## src/rtl/led_blink_sched_if.sv

```systemverilog
// Config write channel for led_blink_sched: valid/ready handshake carrying a
// channel select and a new half-period in clock cycles.
interface led_blink_sched_if #(
  parameter int unsigned CNT_W = 16
);
  logic             cfg_valid;
  logic             cfg_ready;
  logic             cfg_sel;
  logic [CNT_W-1:0] cfg_half;

  modport master (
    output cfg_valid,
    output cfg_sel,
    output cfg_half,
    input  cfg_ready
  );

  modport slave (
    input  cfg_valid,
    input  cfg_sel,
    input  cfg_half,
    output cfg_ready
  );
endinterface

```

## src/rtl/led_blink_sched.sv

```systemverilog
// Two-channel LED blink scheduler. Each channel toggles its LED every h clock
// cycles while running. Half-periods are reloaded through a valid/ready
// handshake: in IDLE they are written directly, in RUN they are held pending
// and applied at that channel's next toggle so no half-period is cut short.
// Optional build macro LED_PHASE_SYNC_EN: any pending reload applied in RUN
// also restarts both channels phase-aligned (counters 0, LEDs 0).
module led_blink_sched #(
  parameter int unsigned CNT_W     = 16,
  parameter int unsigned DEF_HALF1 = 1,
  parameter int unsigned DEF_HALF2 = 2
) (
  input  logic              i_clk,
  input  logic              i_rst_n,
  input  logic              i_run,
  led_blink_sched_if.slave  cfg,
  output logic              o_led1,
  output logic              o_led2,
  output logic              o_tick1,
  output logic              o_tick2
);

  typedef enum logic [0:0] {StIdle, StRun} state_e;

  state_e           r_state;
  state_e           w_state_next;

  // Per-channel state; index 0 is channel 1, index 1 is channel 2.
  logic [CNT_W-1:0] r_half [2];
  logic [CNT_W-1:0] r_cnt  [2];
  logic [CNT_W-1:0] r_pend [2];
  logic [1:0]       r_led;
  logic [1:0]       r_tick;
  logic [1:0]       r_pf;

  logic [CNT_W-1:0] w_half_n [2];
  logic [CNT_W-1:0] w_cnt_n  [2];
  logic [CNT_W-1:0] w_pend_n [2];
  logic [1:0]       w_led_n;
  logic [1:0]       w_tick_n;
  logic [1:0]       w_pf_n;

  logic             w_fire;
  logic [1:0]       w_wr;
  logic [1:0]       w_wrap;
  logic [CNT_W-1:0] w_half_cap;

  // A channel with a reload still pending back-pressures only itself while running.
  assign cfg.cfg_ready = (r_state == StIdle) | ~r_pf[cfg.cfg_sel];
  assign w_fire        = cfg.cfg_valid & cfg.cfg_ready;
  assign w_wr          = {w_fire & cfg.cfg_sel, w_fire & ~cfg.cfg_sel};
  assign w_half_cap    = (cfg.cfg_half == '0) ? CNT_W'(1) : cfg.cfg_half;

  // End of half-period detect; h is never 0 so h-1 cannot underflow.
  always_comb begin
    for (int i = 0; i < 2; i++) begin
      w_wrap[i] = (r_cnt[i] == (r_half[i] - CNT_W'(1)));
    end
  end

  // FSM next-state: run level moves between IDLE and RUN.
  always_comb begin
    w_state_next = r_state;
    unique case (r_state)
      StIdle:  if (i_run)  w_state_next = StRun;
      StRun:   if (!i_run) w_state_next = StIdle;
      default: w_state_next = StIdle;
    endcase
  end

  // Datapath next-state for counters, LEDs, ticks and reload bookkeeping.
  always_comb begin
    w_half_n = r_half;
    w_cnt_n  = r_cnt;
    w_pend_n = r_pend;
    w_led_n  = r_led;
    w_pf_n   = r_pf;
    w_tick_n = 2'b00;
    if (r_state == StIdle) begin
      for (int i = 0; i < 2; i++) begin
        if (w_wr[i]) w_half_n[i] = w_half_cap;
      end
    end else if (!i_run) begin
      // Leaving RUN: stop cleanly and commit any reload, including one
      // accepted on this very edge.
      for (int i = 0; i < 2; i++) begin
        w_cnt_n[i] = '0;
        w_led_n[i] = 1'b0;
        w_pf_n[i]  = 1'b0;
        if (r_pf[i]) w_half_n[i] = r_pend[i];
        if (w_wr[i]) w_half_n[i] = w_half_cap;
      end
    end else begin
      for (int i = 0; i < 2; i++) begin
        if (w_wrap[i]) begin
          w_cnt_n[i]  = '0;
          w_led_n[i]  = ~r_led[i];
          w_tick_n[i] = 1'b1;
          if (r_pf[i]) begin
            w_half_n[i] = r_pend[i];
            w_pf_n[i]   = 1'b0;
          end
        end else begin
          w_cnt_n[i] = r_cnt[i] + CNT_W'(1);
        end
        // ready excludes pf=1 here, so this never collides with the apply above.
        if (w_wr[i]) begin
          w_pend_n[i] = w_half_cap;
          w_pf_n[i]   = 1'b1;
        end
      end
`ifdef LED_PHASE_SYNC_EN
      if (|(w_wrap & r_pf)) begin
        for (int i = 0; i < 2; i++) begin
          w_cnt_n[i]  = '0;
          w_led_n[i]  = 1'b0;
          w_tick_n[i] = r_led[i];
        end
      end
`else
`endif
    end
  end

  // FSM state register.
  always_ff @(posedge i_clk or negedge i_rst_n) begin
    if (!i_rst_n) begin
      r_state <= StIdle;
    end else begin
      r_state <= w_state_next;
    end
  end

  // Channel state registers.
  always_ff @(posedge i_clk or negedge i_rst_n) begin
    if (!i_rst_n) begin
      r_half[0] <= CNT_W'(DEF_HALF1);
      r_half[1] <= CNT_W'(DEF_HALF2);
      r_cnt[0]  <= '0;
      r_cnt[1]  <= '0;
      r_pend[0] <= '0;
      r_pend[1] <= '0;
      r_led     <= 2'b00;
      r_tick    <= 2'b00;
      r_pf      <= 2'b00;
    end else begin
      r_half <= w_half_n;
      r_cnt  <= w_cnt_n;
      r_pend <= w_pend_n;
      r_led  <= w_led_n;
      r_tick <= w_tick_n;
      r_pf   <= w_pf_n;
    end
  end

  assign o_led1  = r_led[0];
  assign o_led2  = r_led[1];
  assign o_tick1 = r_tick[0];
  assign o_tick2 = r_tick[1];

endmodule

```

## src/flat_wrapper.sv

```systemverilog
// flat-port wrapper written by rule: the top's interface ports become plain ports
module led_blink_sched_flat 
#(
  parameter int unsigned CNT_W     = 16,
  parameter int unsigned DEF_HALF1 = 1,
  parameter int unsigned DEF_HALF2 = 2
)
  (i_clk, i_rst_n, i_run, o_led1, o_led2, o_tick1, o_tick2, cfg_cfg_valid, cfg_cfg_sel, cfg_cfg_half, cfg_cfg_ready);
  led_blink_sched_if #(.CNT_W(CNT_W)) cfg_i ();
  input  logic i_clk;
  input  logic i_rst_n;
  input  logic i_run;
  output logic o_led1;
  output logic o_led2;
  output logic o_tick1;
  output logic o_tick2;
  input wire logic [$bits(cfg_i.cfg_valid)-1:0] cfg_cfg_valid;
  input wire logic [$bits(cfg_i.cfg_sel)-1:0] cfg_cfg_sel;
  input wire logic [$bits(cfg_i.cfg_half)-1:0] cfg_cfg_half;
  output wire logic [$bits(cfg_i.cfg_ready)-1:0] cfg_cfg_ready;
  assign cfg_i.cfg_valid = cfg_cfg_valid;
  assign cfg_i.cfg_sel = cfg_cfg_sel;
  assign cfg_i.cfg_half = cfg_cfg_half;
  assign cfg_cfg_ready = cfg_i.cfg_ready;
  led_blink_sched #(.CNT_W(CNT_W), .DEF_HALF1(DEF_HALF1), .DEF_HALF2(DEF_HALF2)) u_core (.i_clk(i_clk), .i_rst_n(i_rst_n), .i_run(i_run), .cfg(cfg_i), .o_led1(o_led1), .o_led2(o_led2), .o_tick1(o_tick1), .o_tick2(o_tick2));
endmodule
```

## config.mk

```make
export PLATFORM = sky130hd
export DESIGN_NAME = led_blink_sched_flat
export DESIGN_NICKNAME = d
export VERILOG_FILES = /design/src/rtl/led_blink_sched_if.sv /design/src/rtl/led_blink_sched.sv /design/src/flat_wrapper.sv
export SDC_FILE = /design/constraint.sdc
export NUM_CORES = 1
export LEC_CHECK = 0
export CAP_MARGIN = 20
export CORE_ASPECT_RATIO = 1.1
export CORE_UTILIZATION = 50
export CTS_CLUSTER_SIZE = 12
export DETAILED_ROUTE_END_ITERATION = 16
export PLACE_DENSITY = 0.74
export SYNTH_ARGS = -nofsm -noshare
export SYNTH_HDL_FRONTEND = slang
export SYNTH_SLANG_ARGS = --single-unit
```

## constraint.sdc

```tcl
create_clock -name i_clk -period 3.14 [get_ports i_clk]
set_clock_uncertainty 0.2 [all_clocks]
set_input_delay 0.471 -clock i_clk [delete_from_list [all_inputs] [get_ports i_clk]]
set_output_delay 0.471 -clock i_clk [all_outputs]
set_load 0.02 [all_outputs]
```

==> impl_results.rst, run 1 <==
.. list-table::
   :header-rows: 1

   * - Metric
     - Value
   * - Run status
     - finished with violations
   * - Violations in the final reports
     - negative setup slack
   * - Placement Rows
     - 40
   * - Leakage power
     - 0.00277 uW
   * - Number of pins with negative max-slew slack in the final report
     - 0
   * - Sequential power share
     - 0.451
   * - Clock share of power
     - 0.291
   * - Total Nets Final
     - 625
   * - Final period utilization
     - 1.02
   * - Final WL
     - 13400 um
   * - Cell type group with the largest total delay on the critical path
     - simple AND/OR/NAND/NOR gates
   * - CP endpoint kind
     - register
   * - Main area contributors after synthesis
     - dfrtp_1 45%, mux2_2 6.2%, xor2_1 5.4%, o22a_1 5.0%, xnor2_1 4.3%
   * - Required @ worst endpoint
     - 3.19 ns
   * - FF-to-FF Start
     - u_core.r_half[17]$_DFFE_PN0P_
   * - Maxcap violations
     - 0
   * - Final Instance Area
     - 0.00677 mm2
   * - Most frequent cells after synthesis
     - 101 x dfrtp_1, 49 x nor2_1, 35 x xor2_1
   * - Standard cell with the maximum stage delay on the critical path
     - or4_4
   * - Initial DRC Count
     - 172
   * - Aggregate global routing overflow
     - 0
   * - Min-Delay Path Depth
     - 1
   * - HP Start
     - u_core.r_led[1]$_DFFE_PN0P_
   * - Half-perimeter wire length after placement
     - 9630 um
   * - DR pass1 iterations
     - 5
   * - DRC violations left
     - 0
   * - Cell with the most instances after synthesis
     - dfrtp_1
   * - Number of setup violations in the final report
     - 17
   * - Number of antenna diodes
     - 0
   * - Worst Setup EP
     - u_core.r_half[29]$_DFFE_PN0P_
   * - Critical path buffer and inverter count
     - 0
   * - Busiest grt layer
     - met2
   * - Horizontal extent of the die
     - 103 um
   * - Worst setup path startpoint
     - u_core.r_half[17]$_DFFE_PN0P_
   * - Worst Hold Margin
     - 0.284 ns
   * - GRT Total Usage
     - 0.244
   * - Initial antenna violation count
     - 0
   * - Yosys Warn Count
     - 0
   * - Internal Dissipation
     - 2700 uW
   * - RePlAce Congestion
     - 0.880
   * - Slowest cell delay on critical path
     - 0.58 ns
   * - Cts bufs inserted
     - 9
   * - Hold/Removal Path Class
     - register to register
   * - Buffer type at the clock tree root
     - clkbuf_16
   * - Share of final-layout standard cells stronger than drive strength 1
     - 0.202
   * - CP cell instances
     - or4_4, or4_1, a21oi_1, a21oi_1, or4_4, a21oi_4, a21oi_2, o22a_1
   * - Pwr Density
     - 577 mW/mm2
   * - Die height
     - 114 um
   * - Count of placed standard cells including taps
     - 727
   * - Clock-pin slew of the registers on the worst-case setup and hold paths
     - 0.07 ns
   * - Final setup TNS
     - -0.524 ns
   * - Post-synthesis instance total
     - 546
   * - CTS tree
     - built
   * - Number of global-route vias before repair
     - 4484
   * - Proportion of power drawn by combinational gates
     - 0.258
   * - Pin count of the biggest net entering global routing
     - 54
   * - Area Overhead vs Synth
     - 19.5%
   * - TritonCTS sink count
     - 103
   * - Peak fanout along the critical path
     - 8
   * - Crit Reg-Reg Endpoint
     - u_core.r_half[29]$_DFFE_PN0P_
   * - Synthesized area per cell
     - 10.4 um2
   * - Worst reg-to-reg setup slack
     - -0.05 ns
   * - Net switching power
     - 1210 uW
   * - Average wire per standard cell
     - 17.9 um
   * - Final worst slack
     - -0.0549 ns
   * - Starting density of the core
     - 0.516
   * - CP Depth
     - 8
   * - Count of fill cells added during filler insertion
     - 875
   * - Share of total power consumed by net switching
     - 0.309
   * - Critical path arrival
     - 3.24 ns
   * - Unique cell type count in the Yosys netlist
     - 61
   * - Number of vias per cell
     - 5.90
   * - Via count
     - 4432
   * - Total area of multi-input combinational cells
     - 0.00301 mm2
   * - Maximum VDD drop
     - 0.472 mV
   * - Synthesized flop and latch total
     - 103
   * - Core footprint
     - 0.0110 mm2
   * - Clock tree buffer depth
     - 2
   * - Total chip power
     - 3910 uW
   * - Clock period minus final worst setup slack
     - 3.19 ns
   * - Area leader, netlist
     - dfrtp_1
   * - EDFF count, synth
     - 0
   * - Worst Setup Start Kind
     - register
   * - Cell Count, Final, Fillers Out
     - 751
   * - Met1 GRT Util
     - 0.333
   * - Dominant register cell in the synthesized netlist
     - dfrtp_1
   * - Met2 capacity usage during global routing
     - 0.399
   * - Total nets after synthesis
     - 571
   * - Die area
     - 0.0117 mm2
   * - Routing usage on met3
     - 0.0300
   * - Clock insertion delay at the later pin of the skew report
     - 0.35 ns
   * - Synthesized area
     - 0.00566 mm2
   * - Global-route wire length before repair
     - 21900 um
   * - Number of top-level pins
     - 26
   * - Maximum clock frequency
     - 313 MHz
   * - RSZ-0062 raised after global routing
     - true
   * - Placement Cell Area
     - 0.00629 mm2
   * - Proportion of register bits with asynchronous set or reset after synthesis
     - 1.00
   * - Worst slew pin tran
     - 0.702 ns
   * - Register area share after synthesis
     - 0.456
   * - Post-detailed-route count of antenna-violating nets
     - 0
   * - H-tree depth reported by CTS
     - 3
   * - Top cell type's share of synthesized area
     - 0.447
   * - Port-buffer cells
     - 25
   * - Register cell area after layout
     - 0.00258 mm2
   * - WS Path Type
     - register to register
   * - Max_slew headroom
     - 0.532
   * - Worst Reg2Reg Path Length in Cells
     - 8
   * - Count of endpoints failing hold in the final timing report
     - 0
layer usage:
metal	wire length (um)	share of wire
met1	6200	0.46
met2	6690	0.50
met3	355	0.026
met4	180	0.013
met5	0	0
layout make-up:
| class | instances | share of cell area |
|---|---|---|
| Sequential cell | 103 | 0.382 |
| Multi-Input combinational cell | 404 | 0.444 |
| Clock inverter | 6 | 0.0122 |
| Timing Repair Buffer | 68 | 0.0938 |
| Clock buffer | 9 | 0.0333 |
| Inverter | 14 | 0.00777 |
| Tap cell | 147 | 0.0272 |
how the worst min path moves through the flow:
| stage | to | slack [ns] |
|---|---|---|
| 2_1_floorplan | u_core.r_cnt[0]$_DFFE_PN0P_ | -0.02 |
| 3_3_place_gp | u_core.r_pend[16]$_DFFE_PN0P_ | 0.26 |
| 3_5_place_dp | u_core.r_led[1]$_DFFE_PN0P_ | 0.29 |
| 4_1_cts | u_core.r_led[1]$_DFFE_PN0P_ | 0.30 |
| 5_1_grt | u_core.r_led[1]$_DFFE_PN0P_ | 0.31 |
| 6_report | u_core.r_led[1]$_DFFE_PN0P_ | 0.28 |
placed cells by master, fill, tap and decap left out, types with 4 or more instances in the layout:
| cell type | count |
|---|---|
| a2bb2oi_1 | 15 |
| buf_4 | 36 |
| and4_1 | 4 |
| o22ai_1 | 16 |
| dfrtp_1 | 100 |
| xnor2_1 | 28 |
| inv_1 | 11 |
| mux2_2 | 31 |
| nor4_1 | 9 |
| clkdlybuf4s50_1 | 24 |
| nand4_1 | 10 |
| xor2_1 | 35 |
| clkbuf_16 | 9 |
| a21oi_1 | 10 |
| o22a_1 | 32 |
| nor2_1 | 49 |
| o21ai_0 | 9 |
| or3_1 | 4 |
| nand2b_1 | 7 |
| nor3_1 | 13 |
| nand2_1 | 28 |
| a21oi_4 | 4 |
| buf_12 | 4 |
| nor2b_1 | 6 |
| nand3_1 | 14 |
| and3_1 | 6 |
| mux2i_1 | 4 |
| or4_1 | 8 |
metrics by stage:
stage / setup slack [ns] / utilization
finish: -0.0549 / 0.617
global route: -0.174 / 0.617
global placement: 0.0192 / 0.574
detailed placement: -0.179 / 0.574
CTS: -0.00261 / 0.605
floorplan: -0.0658 / -
registers in the layout, indices dropped and copies added (netlist names):
name / count
u_core.r_cnt: 32
u_core.r_half: 32
u_core.r_pend: 32
u_core.r_led: 2
u_core.r_pf: 2
u_core.r_tick: 2
u_core.r_state: 1
worst reg2reg max path: stages, from the launching register on:
cell and delay (ns):
dfrtp_2 0.43, or4_4 0.53, or4_1 0.51, a21oi_1 0.15
a21oi_1 0.07, or4_4 0.58, a21oi_4 0.28, a21oi_2 0.13
o22a_1 0.20
power groups by stage:
stage	logic [uW]	clock network (uW)	registers [uW]
after floorplan	666	0	1720
after global placement	917	0	1760
after detailed placement	955	0	1770
after CTS	964	1160	1750
after global routing	1100	1210	1790
final	1010	1140	1760
cell families after synthesis:
logic type               share of synthesized area
adder cells (fa/ha/maj)                    0.00884
AO/OA/AOI/OAI                                0.157
AND/OR/NAND/NOR                              0.182
XOR/XNOR                                    0.0975
buffers and inverters                       0.0307
multiplexers                                0.0688
flip-flops                                   0.456
timing repair:
action                     CTS  global route
setup endpoints to repair   34            63
pin swaps                    1             5
hold buffers                 1             0
cloned                       0             1
resized for setup            3            16
hold endpoints to repair    38             0
setup buffers                1             5
Note: power is estimated with default switching activity, not from simulation.
==> run 2, diff against run 1 <==
- CORE_UTILIZATION: 50 -> 55
- PLACE_DENSITY: 0.74 -> 0.79
==> run 2 against run 1 <==
Compared with the run above: the flow still finishes with violations (negative setup slack); register-to-register slack got worse by 0.08 ns; hold slack better by 0.015 ns; total power shrank 4.1%; sequential cell count did not move; die area decreased by 8.9%; core utilization grew 6.5 points; final area up 0.24%; maximum frequency decreased by 2.6%; count of clock-buffer cells in the layout grew 1.
==> impl_results.rst, run 2 (synthesis results as in run 1) <==
.. list-table::
   :header-rows: 1

   * - Metric
     - Value
   * - Violations in the final reports
     - negative setup slack
   * - Area Overhead vs Synth
     - 19.8%
   * - Worst Reg2Reg Path Length in Cells
     - 12
   * - Share of final-layout standard cells stronger than drive strength 1
     - 0.231
   * - Crit Reg-Reg Endpoint
     - u_core.r_half[5]$_DFFE_PN0P_
   * - Clock period minus final worst setup slack
     - 3.28 ns
   * - GRT Total Usage
     - 0.274
   * - Run status
     - finished with violations
   * - Total area of multi-input combinational cells
     - 0.00309 mm2
   * - Buffer type at the clock tree root
     - clkbuf_8
   * - Final setup TNS
     - -1.98 ns
   * - Maxcap violations
     - 0
   * - Peak fanout along the critical path
     - 8
   * - Maximum VDD drop
     - 0.354 mV
   * - Global-route wire length before repair
     - 22700 um
   * - Count of endpoints failing hold in the final timing report
     - 0
   * - Max_slew headroom
     - 0.550
   * - Worst Setup Start Kind
     - register
   * - Worst slew pin tran
     - 0.675 ns
   * - DR pass1 iterations
     - 4
   * - Via count
     - 4571
   * - Horizontal extent of the die
     - 98.7 um
   * - Initial DRC Count
     - 244
   * - Port-buffer cells
     - 25
   * - Die area
     - 0.0107 mm2
   * - TritonCTS sink count
     - 103
   * - Number of top-level pins
     - 26
   * - Standard cell with the maximum stage delay on the critical path
     - or4b_4
   * - Final Instance Area
     - 0.00678 mm2
   * - Average wire per standard cell
     - 19.0 um
   * - Worst reg-to-reg setup slack
     - -0.14 ns
   * - Biggest registers after layout
     - u_core.r_cnt (32), u_core.r_half (32), u_core.r_pend (32)
   * - Starting density of the core
     - 0.570
   * - Leakage power
     - 0.00277 uW
   * - Number of antenna diodes
     - 0
   * - Final WL
     - 13900 um
   * - FF-to-FF Start
     - u_core.r_half[0]$_DFFE_PN0P_
   * - Critical path arrival
     - 3.39 ns
   * - DRC violations left
     - 0
   * - CTS tree
     - built
   * - Number of setup violations in the final report
     - 42
   * - RePlAce Congestion
     - 0.905
   * - Number of pins with negative max-slew slack in the final report
     - 0
   * - Required @ worst endpoint
     - 3.25 ns
   * - CP cell instances
     - inv_1, ha_2, or4b_4, or4b_4, nand2_2, a31oi_4, nor4_4, nand4_1, buf_6, a21oi_4, clkbuf_16, a2bb2oi_1
   * - RSZ-0062 raised after global routing
     - true
   * - H-tree depth reported by CTS
     - 3
   * - Slowest cell delay on critical path
     - 0.52 ns
   * - Hold/Removal Path Class
     - register to register
   * - Most used cell along the critical path
     - or4b_4
   * - Commonest cells after routing, fill and taps aside
     - 101 x dfrtp_1, 49 x nor2_1, 41 x buf_4, 35 x xor2_1, 32 x o22a_1
   * - Total Nets Final
     - 631
   * - Clock insertion delay at the later pin of the skew report
     - 0.39 ns
   * - Pwr Density
     - 553 mW/mm2
   * - Core footprint
     - 0.00994 mm2
   * - Final period utilization
     - 1.04
   * - WS Path Type
     - register to register
   * - Most common library cell in the layout ignoring fill and taps
     - dfrtp_1
   * - Count of fill cells added during filler insertion
     - 722
   * - Final worst slack
     - -0.139 ns
   * - CP endpoint kind
     - register
   * - Aggregate global routing overflow
     - 0
   * - Die height
     - 108 um
   * - Cts bufs inserted
     - 9
   * - Worst Hold Margin
     - 0.299 ns
   * - Initial antenna violation count
     - 0
   * - Worst setup path startpoint
     - u_core.r_half[0]$_DFFE_PN0P_
   * - Pin count of the biggest net entering global routing
     - 55
   * - Worst Setup EP
     - u_core.r_half[5]$_DFFE_PN0P_
   * - Placement Cell Area
     - 0.00627 mm2
   * - Half-perimeter wire length after placement
     - 9580 um
   * - Placement Rows
     - 38
   * - Number of global-route vias before repair
     - 4576
   * - Maximum clock frequency
     - 305 MHz
   * - Clock tree buffer depth
     - 2
   * - Clock-pin slew of the registers on the worst-case setup and hold paths
     - 0.10 ns
   * - Number of vias per cell
     - 6.25
   * - Post-detailed-route count of antenna-violating nets
     - 0
   * - Register cell area after layout
     - 0.00258 mm2
## run 2: cell count changes in the layout (fill, tap and decap cells not counted), moves of 2 or more
cell       previous run  this run
nor4_2                3         1
a2bb2oi_1            15         6
nor3_2                1         3
nor3_1               13        11
a2bb2oi_2             1        10
clkbuf_8              0        10
clkbuf_16             9         1
buf_4                36        41
## run 2: worst min-delay path by stage
stage                                       start                             to  slack (ns)  cells past startpoint
finish                u_core.r_led[1]$_DFFE_PN0P_    u_core.r_led[1]$_DFFE_PN0P_        0.30                      1
global route          u_core.r_led[1]$_DFFE_PN0P_    u_core.r_led[1]$_DFFE_PN0P_        0.33                      1
floorplan                                 i_rst_n    u_core.r_cnt[0]$_DFFE_PN0P_       -0.02                      0
global placement    u_core.r_pend[16]$_DFFE_PN0P_  u_core.r_pend[16]$_DFFE_PN0P_        0.27                      2
detailed placement  u_core.r_pend[16]$_DFFE_PN0P_  u_core.r_pend[16]$_DFFE_PN0P_        0.27                      2
CTS                 u_core.r_pend[16]$_DFFE_PN0P_  u_core.r_pend[16]$_DFFE_PN0P_        0.30                      2
## run 2: through the flow
| stage | util | power (uW) | std cells | setup WS [ns] |
|---|---|---|---|---|
| 6_report | 0.682 | 3750 | 731 | -0.139 |
| 5_1_grt | 0.682 | 3930 | 731 | -0.240 |
| 4_1_cts | 0.659 | 3640 | 722 | -0.00924 |
| 3_5_place_dp | 0.631 | 2730 | 701 | -0.144 |
| 3_3_place_gp | 0.631 | 2670 | 701 | 0.0259 |
| 2_1_floorplan | - | 2380 | 546 | -0.0658 |
## run 2: critical path: cells and delay by family, from the launching register on
family                     cells  cell delay (ns)
buffers and inverters          3             0.43
DFF                            1             0.40
AOI/OAI and AO/OA              3             0.48
and+or+nand+nor                5             1.51
adders and majority gates      1             0.17
## run 2: cell type report
class / instances / area share
Clock buffer: 10 / 0.0203
Clock inverter: 6 / 0.0113
Inverter: 14 / 0.00775
Multi-Input combinational cell: 404 / 0.456
Sequential cell: 103 / 0.380
Tap cell: 120 / 0.0221
Timing Repair Buffer: 74 / 0.102
## run 2: power breakdown
group | switching (uW) | total, uW | internal, uW | leakage, uW
Sequential | 209 | 1760 | 1550 | 0.00129
Clock | 491 | 894 | 402 | 0.000103
Combinational | 534 | 1100 | 564 | 0.00138
Total | 1230 | 3750 | 2510 | 0.00277
## run 2: repair_timing
item,4_1_cts,5_1_grt
buffers inserted,4,6
cloned,0,2
hold buffers,1,0
gates resized for setup,5,29
endpoints found under the hold margin,51,0
pin swaps,2,5
setup endpoints to repair,42,64
## run 2: layer usage
metal,vias to the layer above,GRT usage,wire length [um]
met1,2290,0.365,6220
met5,-,0,0
met3,24,0.0362,526
li1,2132,-,-
met4,0,0.119,293
met2,125,0.453,6840
==> run 3, diff against run 2 <==
- SETUP_SLACK_MARGIN: not set -> 0.05
==> run 3 against run 2 <==
Compared with the run above: the run still ends with negative setup slack left; first-iteration DRC count rose by 23%; sequential power about the same; combinational power about the same; critical path depth stayed put; final cell count shrank 0.14%; critical endpoint is now u_core.r_half[15]$_DFFE_PN0P_.
==> impl_results.rst, run 3 (synthesis results as in run 1) <==
.. list-table::
   :header-rows: 1

   * - Metric
     - Value
   * - Run status
     - finished with violations
   * - Violations in the final reports
     - negative setup slack
   * - Clock tree buffer depth
     - 2
   * - Final Instance Area
     - 0.00675 mm2
   * - Total Nets Final
     - 630
   * - Share of final-layout standard cells stronger than drive strength 1
     - 0.218
   * - Maximum VDD drop
     - 0.423 mV
   * - Slowest cell delay on critical path
     - 0.55 ns
   * - Post-detailed-route count of antenna-violating nets
     - 0
   * - Starting density of the core
     - 0.570
   * - RePlAce Congestion
     - 0.944
   * - Via count
     - 4744
   * - Worst slew pin tran
     - 0.616 ns
   * - Number of vias per cell
     - 6.50
   * - Worst reg-to-reg setup slack
     - -0.1 ns
   * - Required @ worst endpoint
     - 3.27 ns
   * - Leakage power
     - 0.00277 uW
   * - FF-to-FF Start
     - u_core.r_half[5]$_DFFE_PN0P_
   * - Most common library cell in the layout ignoring fill and taps
     - dfrtp_1
   * - WS Path Type
     - register to register
   * - Final period utilization
     - 1.03
   * - Min-Delay Path Depth
     - 1
   * - Initial antenna violation count
     - 0
   * - Global-route wire length before repair
     - 22000 um
   * - Number of pins with negative max-slew slack in the final report
     - 0
   * - Maximum clock frequency
     - 309 MHz
   * - Commonest cells after routing, fill and taps aside
     - 101 x dfrtp_1, 49 x nor2_1, 38 x buf_4, 35 x xor2_1, 32 x o22a_1
   * - Port-buffer cells
     - 25
   * - Aggregate global routing overflow
     - 0
   * - Hold Crit Endpoint
     - u_core.r_led[1]$_DFFE_PN0P_
   * - Horizontal extent of the die
     - 98.7 um
   * - Count of fill cells added during filler insertion
     - 724
   * - Clock insertion delay at the later pin of the skew report
     - 0.41 ns
   * - Minimum setup slack after placement
     - -0.256 ns
   * - HP Start
     - u_core.r_led[1]$_DFFE_PN0P_
   * - Worst setup path startpoint
     - u_core.r_half[5]$_DFFE_PN0P_
   * - Final worst slack
     - -0.0958 ns
   * - Pin count of the biggest net entering global routing
     - 58
   * - Maxcap violations
     - 0
   * - GRT Total Usage
     - 0.266
   * - Pwr Density
     - 558 mW/mm2
   * - Sequential power share
     - 0.465
   * - RSZ-0062 raised after global routing
     - true
   * - Initial DRC Count
     - 301
   * - Hold/Removal Path Class
     - register to register
   * - DR pass1 iterations
     - 5
   * - Final setup TNS
     - -2.32 ns
   * - Count of endpoints failing hold in the final timing report
     - 0
   * - Max_slew headroom
     - 0.589
   * - Core footprint
     - 0.00994 mm2
   * - Clock period minus final worst setup slack
     - 3.24 ns
   * - Die area
     - 0.0107 mm2
   * - Proportion of power drawn by combinational gates
     - 0.290
   * - Number of global-route vias before repair
     - 4535
   * - Clock-pin slew of the registers on the worst-case setup and hold paths
     - 0.11 ns
   * - Cts bufs inserted
     - 9
   * - Placement Cell Area
     - 0.00627 mm2
   * - Average wire per standard cell
     - 19.7 um
   * - Standard cell with the maximum stage delay on the critical path
     - or4_1
   * - Buffer type at the clock tree root
     - clkbuf_8
   * - Internal Dissipation
     - 2490 uW
   * - Most used cell along the critical path
     - buf_4
   * - Worst Reg2Reg Path Length in Cells
     - 12
   * - CP endpoint kind
     - register
   * - Clock share of power
     - 0.245
   * - Number of top-level pins
     - 26
   * - Biggest registers after layout
     - u_core.r_cnt (32), u_core.r_half (32), u_core.r_pend (32)
   * - CTS tree
     - built
   * - Final WL
     - 14400 um
   * - H-tree depth reported by CTS
     - 3
   * - TritonCTS sink count
     - 103
   * - Worst Setup Start Kind
     - register
   * - Number of antenna diodes
     - 0
   * - Share of total power consumed by net switching
     - 0.338
   * - Die height
     - 108 um
   * - Area Overhead vs Synth
     - 19.3%
   * - Number of setup violations in the final report
     - 48
   * - Net switching power
     - 1270 uW
   * - DRC violations left
     - 0
   * - Half-perimeter wire length after placement
     - 9530 um
   * - Placement Rows
     - 38
   * - Peak fanout along the critical path
     - 16
   * - Critical path arrival
     - 3.37 ns
   * - Crit Reg-Reg Endpoint
     - u_core.r_half[15]$_DFFE_PN0P_
   * - CP cell instances
     - buf_4, nor4_1, nand3_1, buf_4, or4_1, nand4b_1, nor3b_2, nand4_1, buf_4, a22oi_2, buf_12, a2bb2oi_1
## run 3: cell types whose count changed in the layout (fill, tap and decap cells not counted), sizes merged
cell and delta:
clkinv +2, clkbuf -1, buf -1, inv +1, clkinvlp -2
## run 3: what timing repair did
item / 4_1_cts / 5_1_grt
gates cloned: 0 / 2
endpoints found under the setup margin: 55 / 66
buffers inserted: 5 / 7
hold endpoints to repair: 46 / 0
pin swaps: 1 / 9
hold buffers: 1 / 0
resized for setup: 4 / 21
## run 3: final cells by class
type	instances	area, um2	area share
multi-input combinational	404	3030	0.449
timing repair buffer	73	709	0.105
clock inverter	7	100	0.0148
inverter	14	52.6	0.00779
clock buffer	9	124	0.0184
sequential	103	2580	0.382
tap	120	150	0.0222
## run 3: critical path: cells and delay by family (launching register included)
family,cells,cell delay [ns]
buf+inv,4,0.69
flops,1,0.43
simple gates,6,1.61
compound gates,2,0.23
## run 3: how the worst max path moves through the flow
stage                     slack, ns  cells past startpoint                       endpoint
after floorplan               -0.07                     11  u_core.r_half[20]$_DFFE_PN0P_
after global placement         0.04                     11  u_core.r_half[15]$_DFFE_PN0P_
after detailed placement      -0.26                     11  u_core.r_half[15]$_DFFE_PN0P_
after CTS                      0.02                      8  u_core.r_half[30]$_DFFE_PN0P_
after global routing          -0.24                     12  u_core.r_half[15]$_DFFE_PN0P_
final                          -0.1                     12  u_core.r_half[15]$_DFFE_PN0P_
## run 3: routing by layer
layer,vias up,wire [um],global-route usage,share of wire
met1,2394,6110,0.338,0.43
met4,0,300,0.0938,0.021
li1,2131,-,-,-
met5,-,0,0,0
met3,36,781,0.0672,0.054
met2,183,7180,0.443,0.50
## run 3: power by group through the flow
stage | combinational, uW | sequential (uW) | clock [uW]
finish | 1090 | 1750 | 923
global route | 1170 | 1780 | 976
CTS | 992 | 1740 | 940
detailed placement | 973 | 1760 | 0
global placement | 920 | 1750 | 0
floorplan | 667 | 1720 | 0
## run 3: per-stage QoR
stage,cells,util,total power (uW),hold slack (ns)
floorplan,546,-,2380,-0.0246
global placement,698,0.631,2670,0.257
detailed placement,698,0.631,2740,0.272
CTS,720,0.660,3670,0.284
global route,730,0.679,3920,0.307
finish,730,0.679,3770,0.282
